`src/rtl/serial_rshift_unit.sv`:
```
// Purpose: iterative right shifter, one bit per cycle, logical or arithmetic fill.
// Latency: result valid min(amt,WIDTH)+1 cycles after the accept edge.
// Backpressure: result held in DONE until out_ready; no new request accepted until back in IDLE.
module serial_rshift_unit #(
    parameter int WIDTH = 8,
    parameter int AMTW  = 8
) (
    input  logic             clk,
    input  logic             rst_n,
    input  logic             in_valid,
    output logic             in_ready,
    input  logic [WIDTH-1:0] in_data,
    input  logic [AMTW-1:0]  in_amt,
    input  logic             in_arith,
    output logic             out_valid,
    input  logic             out_ready,
    output logic [WIDTH-1:0] out_data,
    output logic             busy
);

    // Count must be able to hold WIDTH itself (the saturated value).
    localparam int CW = $clog2(WIDTH + 1);
    // Comparison width wide enough for both the raw amount and WIDTH.
    localparam int EW = (AMTW > CW) ? AMTW : CW;

    localparam logic [1:0] ST_IDLE  = 2'd0;
    localparam logic [1:0] ST_SHIFT = 2'd1;
    localparam logic [1:0] ST_DONE  = 2'd2;

    logic [1:0]       state_q, state_d;
    logic [CW-1:0]    cnt_q, cnt_d;
    logic [WIDTH-1:0] data_q, data_d;
    logic             arith_q, arith_d;

    logic [EW-1:0]    amt_ext;
    logic [EW-1:0]    wid_ext;
    logic             amt_sat;

    assign amt_ext = EW'(in_amt);
    assign wid_ext = EW'(WIDTH);
    assign amt_sat = (amt_ext >= wid_ext);

    // Handshake and status outputs decode directly from state so reset takes effect immediately.
    assign in_ready  = (state_q == ST_IDLE);
    assign out_valid = (state_q == ST_DONE);
    assign busy      = (state_q != ST_IDLE);
    assign out_data  = (state_q == ST_DONE) ? data_q : '0;

    // Next-state, count and working-register update.
    always_comb begin
        state_d = state_q;
        cnt_d   = cnt_q;
        data_d  = data_q;
        arith_d = arith_q;
        case (state_q)
            ST_IDLE: begin
                if (in_valid) begin
                    data_d  = in_data;
                    arith_d = in_arith;
                    cnt_d   = amt_sat ? CW'(WIDTH) : CW'(amt_ext);
                    state_d = ST_SHIFT;
                end
            end
            ST_SHIFT: begin
                if (cnt_q != '0) begin
                    data_d = {arith_q & data_q[WIDTH-1], data_q[WIDTH-1:1]};
                    cnt_d  = cnt_q - CW'(1);
                end else begin
                    state_d = ST_DONE;
                end
            end
            ST_DONE: begin
                if (out_ready) begin
                    state_d = ST_IDLE;
                end
            end
            default: begin
                state_d = ST_IDLE;
            end
        endcase
    end

    // State registers with asynchronous active-low clear.
    always_ff @(posedge clk or negedge rst_n) begin
        if (!rst_n) begin
            state_q <= ST_IDLE;
            cnt_q   <= '0;
            data_q  <= '0;
            arith_q <= 1'b0;
        end else begin
            state_q <= state_d;
            cnt_q   <= cnt_d;
            data_q  <= data_d;
            arith_q <= arith_d;
        end
    end

endmodule

```
`config.mk`:
```
export PLATFORM = sky130hd
export DESIGN_NAME = serial_rshift_unit
export DESIGN_NICKNAME = d
export VERILOG_FILES = /design/src/rtl/serial_rshift_unit.sv
export SDC_FILE = /design/constraint.sdc
export NUM_CORES = 1
export LEC_CHECK = 0
export CORE_MARGIN = 2
export CORE_UTILIZATION = 40
export DETAILED_ROUTE_END_ITERATION = 7
export HOLD_SLACK_MARGIN = 0.15
export PLACE_DENSITY = 0.83
export SYNTH_ARGS = -nofsm -noshare
export SYNTH_HDL_FRONTEND = slang
export SYNTH_SLANG_ARGS = --single-unit
```
`constraint.sdc`:
```
create_clock -name clk -period 1.6 [get_ports clk]
set_clock_uncertainty 0.2 [all_clocks]
set_input_delay 0.32 -clock clk [delete_from_list [all_inputs] [get_ports clk]]
set_output_delay 0.32 -clock clk [all_outputs]
set_load 0.05 [all_outputs]
```
==> impl_metrics.csv <==
group,metric,value,unit
power,pwr-share-clk,5.6,%
die,dieArea,2700,sq um
power,ir_drop,1600,uV
die,start_util,42.0,%
global_route,gr-total-overflow,0,
sta,hold_viol,0,
worst_setup_path,crit_start,"state_q[1]$_DFFE_PN0P_",
finish,antenna_cells,0,
finish,drive_gt1_share,60.8,%
placement,dp_hpwl,1900,um
yosys,synth_largest_area_cell,"dfrtp_1",
sta,fin_crit_sh,118,%
route,vias,1008,
worst_setup_path,crit_family,"buffers and inverters",
cts,cts_made_buffers,3,
power,switching_share,42.8,%
yosys,synth_area_leaders,"dfrtp_1, a21oi_1, mux2i_1",
yosys,syn_area,920,sq um
global_route,grt_pass1_vias,1006,
yosys,synthFlopType,"dfrtp_1",
power,seqPwrFrac,18.7,%
run,max_cap_violations,0,
global_route,grt_use_total,25.5,%
die,core,2190,sq um
cts,clk_pin_slew,0.10,ns
global_route,antenna_found_initial,0,
die,die_w,52.0,um
worst_hold_path,hold_path_class,"register to register",
placement,gp_congestion,0.801,
yosys,async_flop_share,100,%
die,io_pins,32,
cts,cts.sinks,15,
worst_setup_path,r2r_setup_slack,-0.21,ns
worst_setup_path,r2r-start,"state_q[1]$_DFFE_PN0P_",
cts,clkLatencyLatePin,0.30,ns
yosys,yosys_register_bits,15,
yosys,synth_common_cells,"dfrtp_1, a21oi_1, and2_1, mux2i_1",
sta,period_needed,1.88,ns
die,rows,17,
worst_setup_path,critPathMaxFanout,3,
worst_setup_path,cp.arrival,1.36,ns
worst_setup_path,path_buf_inv,4,
placement,dpl_worst_slack,-0.336,ns
finish,syn2layout_area_growth,107,%
cts,cts_tree,"yes",
route,wirelength,3780,um
finish,fill_cells,100,
placement,port_buffers,31,
worst_setup_path,crit_path_top_delay_cell,"dfrtp_1",
power,power.density,2200,nW/um^2
yosys,syn_inst,87,
worst_setup_path,slowest_delay,0.43,ns
sta,rsz0062_at_grt,"true",
sta,setup_ws,-0.283,ns
placement,place_area,1520,sq um
route,drc,0,
sta,fmax,0.531,GHz
finish,nets,171,
power,p_int,2.40,mW
sta,worst_pin_slew,0.441,ns
yosys,ys_seq_area_share,40.8,%
power,power,4.19,mW
cts,cts_root_buf,"clkbuf_4",
die,die_height,52.0,um
global_route,grt_first_pass_wirelength,5010,um
global_route,grt_max_degree,16,
worst_setup_path,path_cells,"buf_6 > buf_6 > nor2_4 > inv_2 > buf_12",
yosys,synth_top_cell_area_share,40.8,%
worst_setup_path,worstPathRequired,1.08,ns
route,drt.antenna.violating_nets,0,
yosys,synth_cell_type_count,39,
worst_setup_path,path_common_cell,"buf_6",
cts,clockBufferDepth,2,
worst_setup_path,cp-start-kind,"register",
sta,fin_hold_ws,0.363,ns
finish,fin_area,1910,sq um
cts,cts_max_level,1,
sta,slew_viol_final,0,
power,power_frac_comb,75.7,%
route,viasPerCell,5.73,
route,first_pass_iters,4,
worst_setup_path,critPathKind,"register to primary output",
power,switchingPower,1.79,mW
yosys,synth.most_common_cell,"dfrtp_1",
yosys,synth_area_per_cell,10.6,sq um
run_status,status,"finished, violations left",
sta,finalSetupViolations,24,
yosys,synth_edf_count,0,
power,p_leak,0.810,nW
route,post_drt_wl_per_cell,21.5,um
worst_setup_path,setup.worst_path.end_class,"primary output",
sta,maxSlewHeadroom,70.3,%
route,drt_first_iter_violations,16,
yosys,syn_nets,109,
worst_hold_path,hp-start,"data_q[5]$_DFFE_PN0P_",
yosys,ys_warn_count,0,
run_status,violations,"negative setup slack",
## final cells by class
class | count | area, sq um | share of cell area (%)
well taps | 28 | 35.0 | 1.84
repair buffers | 63 | 732 | 38.4
clock inverters | 1 | 5.00 | 0.262
flip-flops and latches | 15 | 375 | 19.7
clock buffers | 3 | 22.5 | 1.18
inverters | 5 | 21.3 | 1.11
multi-input cells | 61 | 717 | 37.6
## kinds of logic after synthesis
logic type / Yosys count / synth area share (%)
AO/OA/AOI/OAI: 23 / 16.2
adder cells (fa/ha/maj): 1 / 1.36
AND/OR/NAND/NOR: 28 / 23.3
buffers and inverters: 11 / 7.75
flip-flops: 15 / 40.8
multiplexers: 9 / 10.6
## path summary, 6_finish.rpt
path / endpoint / depth (start not counted)
setup / recovery: busy / 5
hold / removal: data_q[5]$_DFFE_PN0P_ / 1
setup reg to reg: cnt_q[2]$_DFFE_PN0P_ / 5
hold reg to reg: data_q[5]$_DFFE_PN0P_ / 1
max in group asynchronous: data_q[5]$_DFFE_PN0P_ / 3
min in group asynchronous: arith_q$_DFFE_PN0P_ / 3
## what timing repair did
action                     4_1_cts  5_1_grt
resized for setup               21       35
hold endpoints to repair        15        0
hold buffers                     1        0
setup endpoints to repair       23       24
setup buffers                    9        2
pin swaps                        9        4
## metal layers
metal	up-vias	track usage, %	routed length (um)
met4	0	7.46	119
met1	505	30.7	1590
met2	44	47.3	1930
li1	445	-	-
met5	-	0	0
met3	14	2.30	135
## state kept, by name (all words and copies together) (netlist names)
| register | flops |
|---|---|
| state_q | 2 |
| cnt_q | 4 |
| data_q | 8 |
| arith_q | 1 |
## power by group through the flow
stage | combinational [mW] | sequential [mW] | clock (mW)
after global routing | 3.30 | 0.806 | 0.250
final | 3.17 | 0.786 | 0.233
after floorplan | 1.30 | 0.696 | 0
after global placement | 1.98 | 0.727 | 0
after detailed placement | 2.00 | 0.732 | 0
after CTS | 2.43 | 0.723 | 0.226
## cells in the final DEF (no fill, tap or decap), drive strengths merged, types with 3 or more instances in the layout
master and instances:
nor2b 4, mux2 3, inv 5, and2 8, a21oi 13, mux2i 6
clkdlybuf4s50 20, buf 42, clkbuf 3, dfrtp 15
## through the flow
step	instances	util, %	setup TNS, ns
after floorplan	87	-	-0.510
after global placement	161	69.2	-2.60
after detailed placement	161	69.2	-3.24
after CTS	174	77.9	-2.84
after global routing	176	87.1	-5.36
final	176	87.1	-4.41
Power figures use the tool's default switching activity.
